--- src/rtl/tanh_bwd_pkg.sv ---
// tanh_bwd_pkg: shared constants and the rounding shift helper for the tanh backward unit.
// Default scaling is Q8.8; ONE_Q is fixed-point 1.0 at that scaling.
// rshift_round adds half an LSB and shifts arithmetically (round half toward +inf).
package tanh_bwd_pkg;

  localparam int DEF_WIDTH = 16;
  localparam int DEF_FRAC  = 8;
  localparam int ONE_Q     = 1 << DEF_FRAC;

  function automatic logic signed [63:0] rshift_round(input logic signed [63:0] value,
                                                      input int                 frac);
    logic signed [63:0] half;
    half = 64'sd1 <<< (frac - 1);
    return (value + half) >>> frac;
  endfunction

endpackage

--- src/rtl/tanh_bwd_lane.sv ---
// tanh_bwd_lane: per-lane datapath, purely combinational.
// Stage-1 half: d = 1.0 - round(y^2), clamped at 0. Stage-2 half: round(grad * d).
// Optional TANH_BWD_STATS_EN exposes the clamp flag for the statistics counter.
module tanh_bwd_lane
  import tanh_bwd_pkg::*;
#(
  parameter int WIDTH = DEF_WIDTH,
  parameter int FRAC  = DEF_FRAC
) (
  input  logic signed [WIDTH-1:0] y_i,
  input  logic signed [WIDTH-1:0] grad_i,
  input  logic        [WIDTH:0]   d_i,
  output logic        [WIDTH:0]   d_o,
  output logic signed [WIDTH-1:0] grad_in_o
`ifdef TANH_BWD_STATS_EN
  ,
  output logic                    clamp_o
`endif
);

  // Package constant when running at the default scaling, otherwise derived from FRAC.
  localparam logic signed [63:0] ONE_L = (FRAC == DEF_FRAC) ? 64'(ONE_Q) : (64'sd1 <<< FRAC);

  logic signed [63:0] y_ext;
  logic signed [63:0] ysq;
  logic signed [63:0] d_raw;
  logic               d_neg;
  logic signed [63:0] grad_ext;
  logic signed [63:0] d_ext;
  logic signed [63:0] res;

  // Derivative term 1 - y^2; only an out-of-range y (|y| > 1.0) can drive it negative.
  always_comb begin
    y_ext = 64'(y_i);
    ysq   = rshift_round(y_ext * y_ext, FRAC);
    d_raw = ONE_L - ysq;
    d_neg = (d_raw < 0);
    d_o   = d_neg ? '0 : d_raw[WIDTH:0];
  end

`ifdef TANH_BWD_STATS_EN
  assign clamp_o = d_neg;
`endif

  // Gradient scaling; 0 <= d <= 1.0 guarantees the product fits back into WIDTH bits.
  always_comb begin
    grad_ext  = 64'(grad_i);
    d_ext     = {{(63 - WIDTH){1'b0}}, d_i};
    res       = rshift_round(grad_ext * d_ext, FRAC);
    grad_in_o = res[WIDTH-1:0];
  end

  // The truncation above must never lose significant bits.
  always_comb begin
    assert (res == 64'(grad_in_o));
  end

endmodule

--- src/rtl/tanh_bwd.sv ---
// tanh_bwd: grad_in = grad_out * (1 - y^2) per lane, DIM lanes per beat, Q(WIDTH-FRAC).FRAC.
// Latency 2 cycles (input register stage + output register stage), one beat per cycle.
// Backpressure: in_ready = stage 1 can advance; combinational from out_ready. Macro TANH_BWD_STATS_EN adds stat_clamp_cnt.
module tanh_bwd
  import tanh_bwd_pkg::*;
#(
  parameter int DIM   = 1,
  parameter int WIDTH = DEF_WIDTH,
  parameter int FRAC  = DEF_FRAC
) (
  input  logic                 clk,
  input  logic                 rst_n,
  input  logic                 in_valid,
  output logic                 in_ready,
  input  logic [DIM*WIDTH-1:0] in_y,
  input  logic [DIM*WIDTH-1:0] in_grad,
  input  logic                 in_last,
  output logic                 out_valid,
  input  logic                 out_ready,
  output logic [DIM*WIDTH-1:0] out_grad,
  output logic                 out_last
`ifdef TANH_BWD_STATS_EN
  ,
  output logic [31:0]          stat_clamp_cnt
`endif
);

  logic                      s1_valid_q;
  logic [DIM-1:0][WIDTH:0]   s1_d_q;
  logic [DIM-1:0][WIDTH:0]   d_d;
  logic [DIM*WIDTH-1:0]      s1_grad_q;
  logic                      s1_last_q;
  logic                      out_valid_q;
  logic [DIM*WIDTH-1:0]      out_grad_q;
  logic [DIM*WIDTH-1:0]      grad_in_d;
  logic                      out_last_q;
  logic                      s1_adv;
  logic                      s2_adv;
  logic                      in_acc;

  assign s2_adv    = !out_valid_q || out_ready;
  assign s1_adv    = !s1_valid_q || s2_adv;
  assign in_ready  = s1_adv;
  assign in_acc    = in_valid && s1_adv;
  assign out_valid = out_valid_q;
  assign out_grad  = out_grad_q;
  assign out_last  = out_last_q;

`ifdef TANH_BWD_STATS_EN
  logic [DIM-1:0] clamp_d;
`endif

  for (genvar j = 0; j < DIM; j++) begin : g_lane
    tanh_bwd_lane #(
      .WIDTH (WIDTH),
      .FRAC  (FRAC)
    ) u_lane (
      .y_i       (in_y[j*WIDTH +: WIDTH]),
      .grad_i    (s1_grad_q[j*WIDTH +: WIDTH]),
      .d_i       (s1_d_q[j]),
      .d_o       (d_d[j]),
      .grad_in_o (grad_in_d[j*WIDTH +: WIDTH])
`ifdef TANH_BWD_STATS_EN
      ,
      .clamp_o   (clamp_d[j])
`endif
    );
  end

  // Stage 1: capture d, grad and last whenever a beat is accepted.
  always_ff @(posedge clk or negedge rst_n) begin
    if (!rst_n) begin
      s1_valid_q <= 1'b0;
      s1_d_q     <= '0;
      s1_grad_q  <= '0;
      s1_last_q  <= 1'b0;
    end else if (s1_adv) begin
      s1_valid_q <= in_valid;
      if (in_valid) begin
        s1_d_q    <= d_d;
        s1_grad_q <= in_grad;
        s1_last_q <= in_last;
      end
    end
  end

  // Stage 2: output register, held stable while the consumer stalls.
  always_ff @(posedge clk or negedge rst_n) begin
    if (!rst_n) begin
      out_valid_q <= 1'b0;
      out_grad_q  <= '0;
      out_last_q  <= 1'b0;
    end else if (s2_adv) begin
      out_valid_q <= s1_valid_q;
      if (s1_valid_q) begin
        out_grad_q <= grad_in_d;
        out_last_q <= s1_last_q;
      end
    end
  end

`ifdef TANH_BWD_STATS_EN
  logic [31:0] stat_q;
  logic [32:0] stat_d;

  // Add this beat's clamped-lane count; one spare bit flags overflow.
  always_comb begin
    stat_d = {1'b0, stat_q};
    for (int j = 0; j < DIM; j++) begin
      if (clamp_d[j]) stat_d = stat_d + 33'd1;
    end
  end

  // Saturating clamp counter, updated only on accepted beats.
  always_ff @(posedge clk or negedge rst_n) begin
    if (!rst_n) begin
      stat_q <= '0;
    end else if (in_acc) begin
      stat_q <= stat_d[32] ? 32'hFFFF_FFFF : stat_d[31:0];
    end
  end

  assign stat_clamp_cnt = stat_q;
`endif

endmodule

--- config.mk ---
export PLATFORM = sky130hd
export DESIGN_NAME = tanh_bwd
export DESIGN_NICKNAME = d
export VERILOG_FILES = /design/src/rtl/tanh_bwd_pkg.sv /design/src/rtl/tanh_bwd_lane.sv /design/src/rtl/tanh_bwd.sv
export SDC_FILE = /design/constraint.sdc
export NUM_CORES = 1
export LEC_CHECK = 0
export ABC_AREA = 1
export CELL_PAD_IN_SITES_DETAIL_PLACEMENT = 0
export CELL_PAD_IN_SITES_GLOBAL_PLACEMENT = 1
export CORE_MARGIN = 5
export CORE_UTILIZATION = 40
export CTS_BUF_LIST = sky130_fd_sc_hd__clkbuf_4 sky130_fd_sc_hd__clkbuf_8
export CTS_CLUSTER_SIZE = 8
export DETAILED_ROUTE_END_ITERATION = 7
export PLACE_DENSITY = 0.69
export SYNTH_ARGS = -nofsm -noshare
export SYNTH_HDL_FRONTEND = slang
export SYNTH_HIERARCHICAL = 1
export SYNTH_SLANG_ARGS = --single-unit
export TNS_END_PERCENT = 30
--- constraint.sdc ---
create_clock -name clk -period 7.7 [get_ports clk]
set_clock_uncertainty 0.15 [all_clocks]
set_input_delay 0.77 -clock clk [delete_from_list [all_inputs] [get_ports clk]]
set_output_delay 0.77 -clock clk [all_outputs]
set_load 0.1 [all_outputs]
Word-level counts from Yosys, hierarchy flattened
Index checks and enable logic that the tools add are counted.
- bits in registers: 53
- input port bits: 37
- logic and storage cells: 20
- output and inout bits: 19
- add/sub/neg operators: 3
- order comparisons: 1
- reductions and logical operators: 6
- $mul: 2
- muxes and demuxes: 1
- operator list (kind ; number):
    < comparator 64 x 1 -> 1 bit, second input constant ; 1
    subtractor 10 x 56 -> 57 bit, first input constant ; 1
    adder 32 x 9 -> 33 bit, second input constant ; 1
    multiplier 16 x 16 -> 32 bit ; 1
    adder 24 x 9 -> 24 bit, second input constant ; 1
    multiplier 16 x 18 -> 24 bit ; 1
    2-to-1 mux 17 bit ; 1
    AND reduction 2 bit ; 2
    logical NOT 1 bit ; 2
    logical OR 1 bit ; 2

Longest topological paths before layout
- depth after elaboration: 5
- gate-level depth with buffers: 37
- gate-level depth less buffers: 35

Cells and area by module
The synthesis kept the hierarchy.
- by module, submodules not included (module ; cells an instance ; instances ; seq. area each (µm²) ; area each (µm²)):
    tanh_bwd_lane ; 2426 ; 1 ; 0.0 ; 18187.4
    tanh_bwd ; 227 ; 1 ; 1326.3 ; 2108.3

Least setup slack after synthesis
No wires, ideal clock.
- kind: in2reg
- from: input in_y[1]
- to: register s1_d_q[8] in the netlist's numbering
- arrival: 6805 ps
- slack: 677 ps
- stages on the path: 31
- data required time: 7482 ps
- setup time: 68 ps
- path buffers: 3
- cell sequence: buf_4 clkbuf_1 nand2_1 inv_1 fa_1 inv_1 fa_1 inv_1 fa_1 fa_1 fa_1 inv_1 fa_1 inv_1 ha_1 nand2_1 nor2_1 and2_1 and2_1 nand2_1 nand2_1 nand2_1 nand2_1 nor2_1 nand3_2 nor2_2 nand3_4 buf_6 a21oi_2 nand3_1 nand2_1
- RTL lines (what ; line ; text):
    from (decl) ; tanh_bwd.sv:15 ; input logic [DIM*WIDTH-1:0] in_y,
    to (signal assigned) ; tanh_bwd.sv:74 ; s1_d_q <= '0;
    to (signal assigned) ; tanh_bwd.sv:80 ; s1_d_q <= d_d;
    to (decl) ; tanh_bwd.sv:29 ; logic [DIM-1:0][WIDTH:0] s1_d_q;

==> summary.txt <==
Logic synthesis
  • Mean area per synthesized cell: 7.650 sq um
  • Syn Std Cell Area: 20300 sq um
  • Ys async rst share: 1.000
  • Simple-gate portion of the synthesized area: 0.2043
  • Synth Register Bits: 53
  • Number of synthesis warnings: 6
  • Unique masters post-synth: 43
  • Sequential area share after synthesis: 0.06535
  • Synth Area in Compound Gates: 0.02897
  • Synth Flop Type: dfrtp_1
  • EDFF count, synth: 0
  • Largest family of logic cells by synthesized area: adder cells
  • Mapped Cells: approximately 2700
  • Xor/xnor cell area share of the yosys netlist: 0.02762
  • Multiplexer area fraction after synthesis: 0
  • Adder-Cell Fraction of Synth Area: 0.5096
  • Total nets after synthesis: 3270

Die
  • Core area: 50170 sq um
  • # IOs: between 50 and 60
  • Full die area: 55340 sq um
  • Row Count: just over 80
  • Starting Density: 0.4045
  • Die Span X: 235.3 um
  • Die Y: 235.3 um

Routing
  • Via Count: 15740
  • DRC Markers: 0
  • DRT Pass-1 Iters: 5
  • Vias/cell: between 4 and 5
  • Detail Route Antenna Nets: 0
  • 1st-iter DRT viols: 751
  • Routed WL: 50480 um
  • DR WL/cell: 14.91 um

Place
  • Placer Congestion: about 0.87
  • IO buf count: between 50 and 60
  • DP HPWL: 43650 um

Global route
  • Number of global-route vias before repair: 17160
  • Pin count of the biggest net entering global routing: 54
  • Antenna violations before repair: 0
  • First-pass GRT wire length: 87280 um
  • GRT Util Overall: 0.1904
  • Total gr overflow: 0

Hold path
  • Hold Path Class: flop to flop
  • Hold Crit Depth: 2
  • Hold Path End: out_grad[11]
  • Hold Path Origin: out_grad[11]

Critical path
  • Crit path launch type: input pin
  • WS Path Type: input pin to flop
  • Crit path DAT: 7.47 ns
  • Slowest-stage cell, CP: fa_1
  • Reg2reg end: out_grad[15]
  • Critical path endpoint category: flop
  • Worst r2r src: s1_grad_q[1]
  • R2r setup slk: 1.41 ns
  • CP required: roughly 7.9 ns
  • CP peak stage delay: ~0.58 ns
  • FF-to-FF path depth: 22
  • CP max FO: 11

Clocking
  • Clock tree sinks: 53
  • Cts bufs inserted: 5
  • CTS tree: yes
  • Postcts setup bufs: 0
  • # H-tree levels: 2
  • Clock insertion delay at the later pin of the skew report: 0.36 ns
  • CTS Buffer Depth: 2
  • Clock Pin Slew Worst Setup and Hold Paths: 0.13 ns
  • Clk root buf: clkbuf_8
  • Post-cts hold buffer count: 0
  • Number of gates resized after CTS: 0

Finish
  • Layout cells sized above 1: 0.06819
  • Final net count: 3329
  • Area of the multi-input gates: 15650 sq um
  • Register area: ~1300 sq um
  • FILL cells: 5180
  • # diodes: 0
  • Area growth syn-to-layout: 8.976%

Timing
  • Fin crit period: 7.321 ns
  • Max-slew headroom: 0.3517
  • Final hold viol count: 0
  • Setup TNS: 0 ns
  • Period Utilization, post-route: 0.9508
  • Max Freq: 136.6 MHz
  • RSZ-0062 raised after global routing: no
  • Worst-margin pin slew: 0.9694 ns
  • Endpoints failing setup: 0
  • Final Max Tran Viols: 0

Outcome
  • Status: finished clean

Job
  • Max-cap violations: 0
-- worst max path at each step --
stage | startpoint | endpoint | slack [ns]
detailed placement | in_y[15] | s1_d_q[5] | 0.05
finish | in_y[2] | s1_d_q[16] | 0.38
CTS | in_y[15] | s1_d_q[5] | 0.41
global route | in_y[12] | s1_d_q[16] | 0.004
global placement | in_y[2] | s1_d_q[3] | 0.06
floorplan | in_y[1] | s1_d_q[8] | 0.68
-- through the flow --
stage	worst slack [ns]	utilization	instances	instance area (sq um)	hold slack, ns
2_1_floorplan	0.6769	-	2653	20300	0.2900
3_3_place_gp	0.06150	0.4387	3376	22010	0.3045
3_5_place_dp	0.05080	0.4387	3376	22010	0.3101
4_1_cts	0.4149	0.4406	3384	22110	0.3362
5_1_grt	0.003562	0.4408	3385	22120	0.3553
6_report	0.3791	0.4408	3385	22120	0.3312
-- cells in the final DEF, fill, tap and decap left out, types with 2 or more instances in the layout --
| master | instances |
|---|---|
| clkdlybuf4s50_1 | 54 |
| inv_1 | 765 |
| clkbuf_8 | 5 |
| nor2_2 | 11 |
| nand3_2 | 9 |
| nor3_1 | 9 |
| o21bai_1 | 6 |
| nor2_4 | 4 |
| nand3_4 | 2 |
| and2_1 | 3 |
| nand3_1 | 106 |
| buf_4 | 80 |
| nand4_1 | 13 |
| o21ai_0 | 13 |
| o211ai_1 | 2 |
| fa_1 | 411 |
| xor2_1 | 44 |
| nand2_4 | 3 |
| a31o_2 | 2 |
| ha_1 | 169 |
| nand3b_1 | 3 |
| a21oi_2 | 10 |
| buf_12 | 6 |
| xnor2_1 | 20 |
| and3_1 | 2 |
| nor2_1 | 60 |
| dfrtp_1 | 53 |
| inv_2 | 18 |
| a21oi_1 | 51 |
| nor4_1 | 2 |
| nand2_2 | 20 |
| nand2_1 | 731 |
| or2_2 | 8 |
| a21o_1 | 6 |
-- Yosys cell counts, types with 11 or more instances --
cell type  number  area, sq um
a21oi_1        51        255.2
nor2_2         11        68.82
inv_2          18        67.56
o21ai_0        13        65.06
nand4_1        13        81.33
inv_1         765         2872
dfrtp_1        53         1326
fa_1          411         8228
ha_1          169         2115
nand2_1       731         2744
nand2_2        20        125.1
xor2_1         44        385.4
nand3_1       106        530.5
nor2_1         60        225.2
clkbuf_1       71        266.5
xnor2_1        20        175.2
-- worst max-delay path: cells and delay by family --
| kind | cells | cell delay, ns |
|---|---|---|
| buffers and inverters | 8 | 1.16 |
| and+or+nand+nor | 15 | 1.86 |
| adders and majority gates | 7 | 3.46 |
| AOI/OAI and AO/OA | 1 | 0.21 |
-- cell type report --
class / count / area share
Clock buffer: 5 / 0.003111
Inverter: 783 / 0.1329
Sequential cell: 53 / 0.05996
Multi-Input combinational cell: 1728 / 0.7075
Tap cell: 672 / 0.03802
Clock inverter: 3 / 0.001301
Timing Repair Buffer: 141 / 0.05725
-- flip-flops by register name, indices dropped and copies added (netlist names) --
| signal | cells |
|---|---|
| out_grad | 16 |
| out_last | 1 |
| s1_valid_q | 1 |
| s1_d_q | 17 |
| s1_last_q | 1 |
| s1_grad_q | 16 |
| out_valid | 1 |
-- routing by layer --
layer	vias to the layer above	wire [um]	track usage
met5	-	0	0
met4	0	256	0.01355
met3	19	1930	0.02038
met2	238	23520	0.3177
met1	7816	24770	0.2825
li1	7664	-	-
-- kinds of logic (layout without fill, tap and decap cells) --
group	count (synthesis)	after routing
simple gates	987	988
flops	53	53
compound gates	96	96
xor+xnor	64	64
fa+ha+maj	580	580
buf+inv	873	932
Power is not shown: default switching activity piles up to over one toggle a cycle in this logic, so the estimate is an artifact.
